**src/rtl/lcd_text_feeder.sv**
```systemverilog
`default_nettype none
// +----------------------------------------------------------------------------+
// | Module      : lcd_text_feeder                                              |
// | Description : Upstream stage of the LCD driver. Holds a 2x16 character     |
// |               screen buffer written one char at a time by a host and       |
// |               streams it to the driver as ten command/data words per       |
// |               refresh over the enable_writing / lcd_available handshake:   |
// |                 step 0     : LINE1_CMD          (select_cd = 0)            |
// |                 steps 1-4  : chars  0..15, 4 per word (select_cd = 1)      |
// |                 step 5     : LINE2_CMD          (select_cd = 0)            |
// |                 steps 6-9  : chars 16..31, 4 per word (select_cd = 1)      |
// | Ports       : clk                 system clock (CLOCK_50)                  |
// |               rst                 asynchronous reset, active low           |
// |               wr_en/wr_addr/wr_char  host write, one char per cycle        |
// |               busy                refresh sequence in progress             |
// |               lcd_data            word to driver, leftmost char in [31:24] |
// |               lcd_select_cd       1 = character data, 0 = command          |
// |               lcd_enable_writing  transfer request to driver               |
// |               lcd_available       driver idle/ready                        |
// | Config      : `define LCD_AUTO_REFRESH_EN adds a free-running counter that |
// |               forces a refresh every REFRESH_CYCLES clocks. Without it a   |
// |               refresh only follows reset and host writes.                  |
// | Revision    : 1.0  initial release                                         |
// +----------------------------------------------------------------------------+
module lcd_text_feeder #(
    parameter int unsigned REFRESH_CYCLES = 50_000_000,
    parameter logic [7:0]  LINE1_CMD      = 8'h80,
    parameter logic [7:0]  LINE2_CMD      = 8'hC0
) (
    input  logic        clk,
    input  logic        rst,
    input  logic        wr_en,
    input  logic [4:0]  wr_addr,
    input  logic [7:0]  wr_char,
    output logic        busy,
    output logic [31:0] lcd_data,
    output logic        lcd_select_cd,
    output logic        lcd_enable_writing,
    input  logic        lcd_available
);

    localparam logic [1:0] c_IDLE     = 2'd0;
    localparam logic [1:0] c_REQ      = 2'd1;
    localparam logic [1:0] c_WAIT_ACK = 2'd2;
    localparam logic [1:0] c_WAIT_RDY = 2'd3;

    localparam logic [3:0] c_LAST_STEP = 4'd9;
    localparam logic [7:0] c_BLANK     = 8'h20;

    logic [1:0]  r_state;
    logic [1:0]  w_state_nxt;
    logic [3:0]  r_step;
    logic        r_dirty;
    logic [31:0] r_data;
    logic        r_sel;
    logic [7:0]  r_buf [32];

    logic        w_tick;
    logic        w_start;
    logic        w_is_cmd;
    logic [7:0]  w_cmd;
    logic [4:0]  w_base;
    logic [31:0] w_word;

    // --------------------------------------------------------------------------
    // Optional periodic refresh tick
    // --------------------------------------------------------------------------
`ifdef LCD_AUTO_REFRESH_EN
    localparam int c_CNT_W = (REFRESH_CYCLES > 1) ? $clog2(REFRESH_CYCLES) : 1;

    logic [c_CNT_W-1:0] r_refresh_cnt;

    assign w_tick = (r_refresh_cnt == c_CNT_W'(REFRESH_CYCLES - 1));

    always_ff @(posedge clk or negedge rst) begin
        if (!rst) begin
            r_refresh_cnt <= '0;
        end else if (w_tick) begin
            r_refresh_cnt <= '0;
        end else begin
            r_refresh_cnt <= r_refresh_cnt + 1'b1;
        end
    end
`else
    assign w_tick = 1'b0;
`endif

    // --------------------------------------------------------------------------
    // Screen buffer: host writes land in every state; reset blanks the screen
    // --------------------------------------------------------------------------
    always_ff @(posedge clk or negedge rst) begin
        if (!rst) begin
            for (int i = 0; i < 32; i++) begin
                r_buf[i] <= c_BLANK;
            end
        end else if (wr_en) begin
            r_buf[wr_addr] <= wr_char;
        end
    end

    // --------------------------------------------------------------------------
    // Word selection for the current step
    // --------------------------------------------------------------------------
    always_comb begin
        w_is_cmd = 1'b0;
        w_cmd    = LINE1_CMD;
        w_base   = 5'd0;
        case (r_step)
            4'd0: begin
                w_is_cmd = 1'b1;
                w_cmd    = LINE1_CMD;
            end
            4'd5: begin
                w_is_cmd = 1'b1;
                w_cmd    = LINE2_CMD;
            end
            // Steps 1..4 map to char bases 0,4,8,12: (step-1) in the low two bits.
            4'd1, 4'd2, 4'd3, 4'd4: begin
                w_base = {1'b0, r_step[1:0] - 2'd1, 2'b00};
            end
            // Steps 6..9 map to char bases 16,20,24,28: (step-6) in the low two bits.
            4'd6, 4'd7, 4'd8, 4'd9: begin
                w_base = {1'b1, r_step[1:0] - 2'd2, 2'b00};
            end
            default: begin
                w_is_cmd = 1'b1;
                w_cmd    = LINE1_CMD;
            end
        endcase
    end

    always_comb begin
        if (w_is_cmd) begin
            w_word = {24'h0, w_cmd};
        end else begin
            w_word = {r_buf[w_base], r_buf[w_base + 5'd1],
                      r_buf[w_base + 5'd2], r_buf[w_base + 5'd3]};
        end
    end

    // --------------------------------------------------------------------------
    // FSM: state register
    // --------------------------------------------------------------------------
    always_ff @(posedge clk or negedge rst) begin
        if (!rst) begin
            r_state <= c_IDLE;
        end else begin
            r_state <= w_state_nxt;
        end
    end

    // --------------------------------------------------------------------------
    // FSM: next-state logic
    // --------------------------------------------------------------------------
    assign w_start = (r_state == c_IDLE) && (r_dirty || w_tick);

    always_comb begin
        w_state_nxt = r_state;
        case (r_state)
            c_IDLE: begin
                if (r_dirty || w_tick) begin
                    w_state_nxt = c_REQ;
                end
            end
            c_REQ: begin
                w_state_nxt = c_WAIT_ACK;
            end
            c_WAIT_ACK: begin
                // Driver signals acceptance by dropping lcd_available.
                if (!lcd_available) begin
                    w_state_nxt = c_WAIT_RDY;
                end
            end
            c_WAIT_RDY: begin
                if (lcd_available) begin
                    w_state_nxt = (r_step == c_LAST_STEP) ? c_IDLE : c_REQ;
                end
            end
            default: begin
                w_state_nxt = c_IDLE;
            end
        endcase
    end

    // --------------------------------------------------------------------------
    // Sequence bookkeeping: step counter, dirty flag, held output word
    // --------------------------------------------------------------------------
    always_ff @(posedge clk or negedge rst) begin
        if (!rst) begin
            r_step <= 4'd0;
        end else if (w_start) begin
            r_step <= 4'd0;
        end else if ((r_state == c_WAIT_RDY) && lcd_available && (r_step != c_LAST_STEP)) begin
            r_step <= r_step + 4'd1;
        end
    end

    // Starting a refresh clears dirty, but a host write or tick arriving in the
    // same cycle sets it again so that change gets its own refresh.
    always_ff @(posedge clk or negedge rst) begin
        if (!rst) begin
            r_dirty <= 1'b1;
        end else begin
            r_dirty <= (r_dirty && !w_start) || wr_en || (w_tick && !w_start);
        end
    end

    // The word is captured at the end of REQ and held through the handshake,
    // so host writes during WAIT_ACK cannot disturb the bus.
    always_ff @(posedge clk or negedge rst) begin
        if (!rst) begin
            r_data <= 32'h0;
            r_sel  <= 1'b1;
        end else if (r_state == c_REQ) begin
            r_data <= w_word;
            r_sel  <= !w_is_cmd;
        end
    end

    // --------------------------------------------------------------------------
    // FSM: outputs
    // --------------------------------------------------------------------------
    always_comb begin
        busy               = (r_state != c_IDLE);
        lcd_enable_writing = (r_state == c_REQ) || (r_state == c_WAIT_ACK);
        lcd_data           = r_data;
        lcd_select_cd      = r_sel;
        if (r_state == c_REQ) begin
            lcd_data      = w_word;
            lcd_select_cd = !w_is_cmd;
        end
    end

endmodule
`default_nettype wire

```
**config.mk**
```make
export PLATFORM = sky130hd
export DESIGN_NAME = lcd_text_feeder
export DESIGN_NICKNAME = d
export VERILOG_FILES = /design/src/rtl/lcd_text_feeder.sv
export SDC_FILE = /design/constraint.sdc
export NUM_CORES = 1
export LEC_CHECK = 0
export BUFFER_PORTS_ARGS = -buffer_cell sky130_fd_sc_hd__buf_2
export CORE_AREA = 4 4 154 156
export CTS_CLUSTER_SIZE = 20
export DETAILED_ROUTE_END_ITERATION = 6
export DIE_AREA = 0 0 158 160
export GPL_TIMING_DRIVEN = 0
export PLACE_DENSITY = 0.79
export SLEW_MARGIN = 40
export SYNTH_ARGS = -nofsm -noshare
export SYNTH_HDL_FRONTEND = slang
export SYNTH_SLANG_ARGS = --single-unit
```
**constraint.sdc**
```tcl
create_clock -name clk -period 3.95 [get_ports clk]
set_input_delay 0.395 -clock clk [delete_from_list [all_inputs] [get_ports clk]]
set_output_delay 0.395 -clock clk [all_outputs]
set_load 0.005 [all_outputs]
```
==> summary.txt <==
Outcome
  • Status: complete, no violations

Floorplanning
  • Die Y: between 150 and 200 microns
  • Initial Utilization: 0.607
  • Die W: roughly 160 microns
  • Row cnt: 55
  • Die area: about 25000 sq um
  • Io pins: between 50 and 60
  • Core area: roughly 22000 sq um

Yosys
  • Cell count after synthesis: ~940
  • Mapped cell area: between 10000 and 15000 sq um
  • Asr flop ratio synth: 1.00
  • Synth warnings: 0
  • Syn avg cell area: around 14 sq um
  • Sequential fraction of the synthesis area: 0.548
  • Main flop type after synthesis: dfrtp_1
  • Yosys cell types: 50
  • Syn_nets: 965
  • FF+latch count, synth: between 200 and 300
  • Post-synth EDFFs: 0

STA
  • Worst Tran Pin Value: around 0.87 ns
  • Final Skew: 0.0145 ns
  • Tmin final: 3.86 ns
  • Post-route clock period utilization: 0.978
  • Final setup viols: 0
  • Rel. slew slack: 0.422
  • Maximum clock rate: 0.259 GHz
  • Final slew viol count: 0
  • Fin. Hold Viols: 0
  • Fin worst setup slack: 0.0854 ns

Clock tree
  • Clk_lat worst skew: 0.56 ns
  • CTS tree: built
  • CTS max path bufs: 3
  • Clk sink count: ~300
  • CTS clk-pin slew, worst paths: around 0.060 ns
  • TritonCTS Buffers: 30
  • Root buf cell: clkbuf_16
  • Htree depth: 1

Hold path
  • Hold Path Class: primary input to flip-flop

Routing
  • DR pass1 iterations: 5
  • Routed WL per cell: between 20 and 30 microns
  • Vias: just under 9000
  • Post-DRT Antenna Nets: 0
  • Number of vias per cell: between 6 and 7
  • Detailed router's first-iteration violation count: roughly 680
  • Post-route DRC violation count: 0
  • Final wirelength: about 36 mm

Critical path
  • Bufs and invs on worst path: 6
  • Crit path DAT: 3.47 ns
  • Worst setup EP type: primary output
  • Most frequent CP cell: buf_12
  • Critical Path RT: ~3.6 ns
  • Largest delay share family, worst path: buffers and inverters
  • Crit path max fanout: 8
  • Critical path class: flip-flop to primary output
  • CP peak stage delay: 0.40 ns
  • Worst path slowest cell: dfrtp_2
  • CP startpoint kind: flip-flop
  • Cell Chain, Critical Path: buf_12 > clkinvlp_4 > ha_4 > nor4_4 > nor4_4 > a21oi_2 > buf_6 > buf_12 > buf_12 > mux2i_2 > mux2i_2 > a221o_1 > buf_2

Global routing
  • First-pass GRT wire length: about 55 mm
  • Global route overflow: 0
  • Initial antenna violation count: 1
  • Pin count of the biggest net entering global routing: 73
  • Tot GR Track Use: 0.286
  • Vias in the first global route: 9089

Pwr
  • Pwr Total: 0.0120 W
  • Psw: between 0.004 and 0.005 W
  • Peak supply drop: around 0.42 mV
  • Logic pwr share: 0.422
  • Switching share of power: 0.339
  • PwrDens: roughly 750 nW/um^2
  • Clock Power Share: 0.239
  • Sequential share of power: 0.338
  • P_leak: between 7 and 8 nW
  • Pint: about 0.0079 W

Job
  • Max-Cap Viols: 0

Layout
  • Share of layout cells above drive strength 1: 0.482
  • Final-stage net count: 1078
  • Area Growth Syn to Fin: 17.2%

Placed design
  • Detailed placer's ending HPWL: 23.9 mm
  • Final RePlAce weighted congestion: between 0.9 and 1
  • I/O Buffers: 48
  • Dpl ws: -0.726 ns
-- registers in the layout, indices dropped and copies added, names as in the netlist --
name,count
r_step,4
r_sel,1
r_state,2
r_buf,256
r_dirty,1
r_data,32
-- power groups by stage --
stage | clock, W | sequential, W | combinational, W
after detailed placement | 0 | 0.00407 | 0.00412
after floorplan | 0 | 0.00395 | 0.00292
after global placement | 0 | 0.00404 | 0.00402
after global routing | 0.00303 | 0.00411 | 0.00534
after CTS | 0.00288 | 0.00404 | 0.00479
final | 0.00287 | 0.00406 | 0.00507
-- timing repair --
action,in CTS,in global routing
hold buffers,1,0
endpoints found under the hold margin,32,0
pin swaps,8,9
endpoints found under the setup margin,64,30
gates resized for setup,59,19
cloned,1,0
buffers inserted,16,13
-- layout make-up --
cell class | count | area [sq um]
Clock inverter | 4 | 48.8
Sequential cell | 296 | 7450
Multi-Input combinational cell | 572 | 6050
Inverter | 7 | 30.0
Timing Repair Buffer | 83 | 641
Tap cell | 285 | 357
Clock buffer | 52 | 955
Buffer | 62 | 392
Fill cell | 1459 | 6440
Antenna cell | 1 | 2.50
-- synthesized netlist by cell type, types with 6 or more instances --
| cell | count | share of area |
|---|---|---|
| dfrtp_1 | 262 | 0.48 |
| mux2_2 | 257 | 0.21 |
| mux2i_1 | 85 | 0.063 |
| clkbuf_1 | 49 | 0.014 |
| dfstp_2 | 34 | 0.066 |
| mux4_2 | 29 | 0.048 |
| nand2_1 | 29 | 0.0080 |
| and3_1 | 28 | 0.013 |
| a221o_1 | 26 | 0.019 |
| nor2_1 | 20 | 0.0055 |
| ha_1 | 9 | 0.0083 |
| a21oi_1 | 8 | 0.0029 |
| o21ai_0 | 8 | 0.0029 |
| inv_1 | 7 | 0.0019 |
| buf_6 | 6 | 0.0050 |
-- placed cells by master, fill, tap and decap left out, drive strengths merged, types with 4 or more instances in the layout --
cell type | synthesis | routed
dfrtp | 262 | 262
mux2 | 257 | 257
clkbuf | 49 | 100
buf | 15 | 96
mux2i | 85 | 85
dfstp | 34 | 34
mux4 | 30 | 30
nand2 | 29 | 29
and3 | 28 | 28
a221o | 26 | 26
nor2 | 24 | 24
a21oi | 9 | 9
ha | 9 | 9
o21ai | 8 | 8
inv | 7 | 6
a211oi | 5 | 5
a31oi | 5 | 5
nand3 | 5 | 5
nor3b | 5 | 5
nor3 | 5 | 5
nor4 | 5 | 5
nand3b | 4 | 4
-- routing by layer --
metal | wire length [microns] | track usage | up-vias
met5 | 0 | 0 | -
met3 | 1950 | 0.0401 | 103
met4 | 1440 | 0.0985 | 0
met2 | 17500 | 0.464 | 332
li1 | - | - | 3708
met1 | 15000 | 0.402 | 4647
-- stage by stage --
stage	setup TNS (ns)	std cells	utilization	hold slack, ns	instance area [sq um]
2_1_floorplan	0	939	-	0.0994	13600
3_3_place_gp	-820.13	1272	0.634	0.478	14200
3_5_place_dp	-25.55	1276	0.641	0.281	14300
4_1_cts	0	1350	0.705	0.123	15800
5_1_grt	-0.0275	1362	0.712	0.142	15900
6_report	0	1362	0.712	0.142	15900
-- cell families after synthesis --
kind of cell	after synthesis	synth area share
AOI/OAI and AO/OA	73	0.0448
xor gates and xnor gates	3	0.00193
adders and majority gates	9	0.00829
buffers and inverters	71	0.0255
DFF	296	0.548
muxes	372	0.326
and+or+nand+nor	115	0.0453
-- path summary, 6_finish.rpt --
path / startpoint / end / slack (ns) / depth (start not counted)
setup reg to reg: r_step[1]$_DFFE_PN0P_ / r_data[8]$_DFF_PN0_ / 0.99 / 11
min in group asynchronous: rst / r_buf[67]$_DFFE_PN0P_ / 0.30 / 2
hold / removal: wr_en / r_dirty$_DFF_PN1_ / 0.14 / 2
hold reg to reg: r_buf[231]$_DFFE_PN0P_ / r_buf[231]$_DFFE_PN0P_ / 0.50 / 1
setup / recovery: r_step[0]$_DFFE_PN0P_ / lcd_data[26] / 0.09 / 13
max in group asynchronous: rst / r_buf[213]$_DFFE_PN1P_ / 2.29 / 5
No activity file was read; power rests on OpenSTA's default activity.
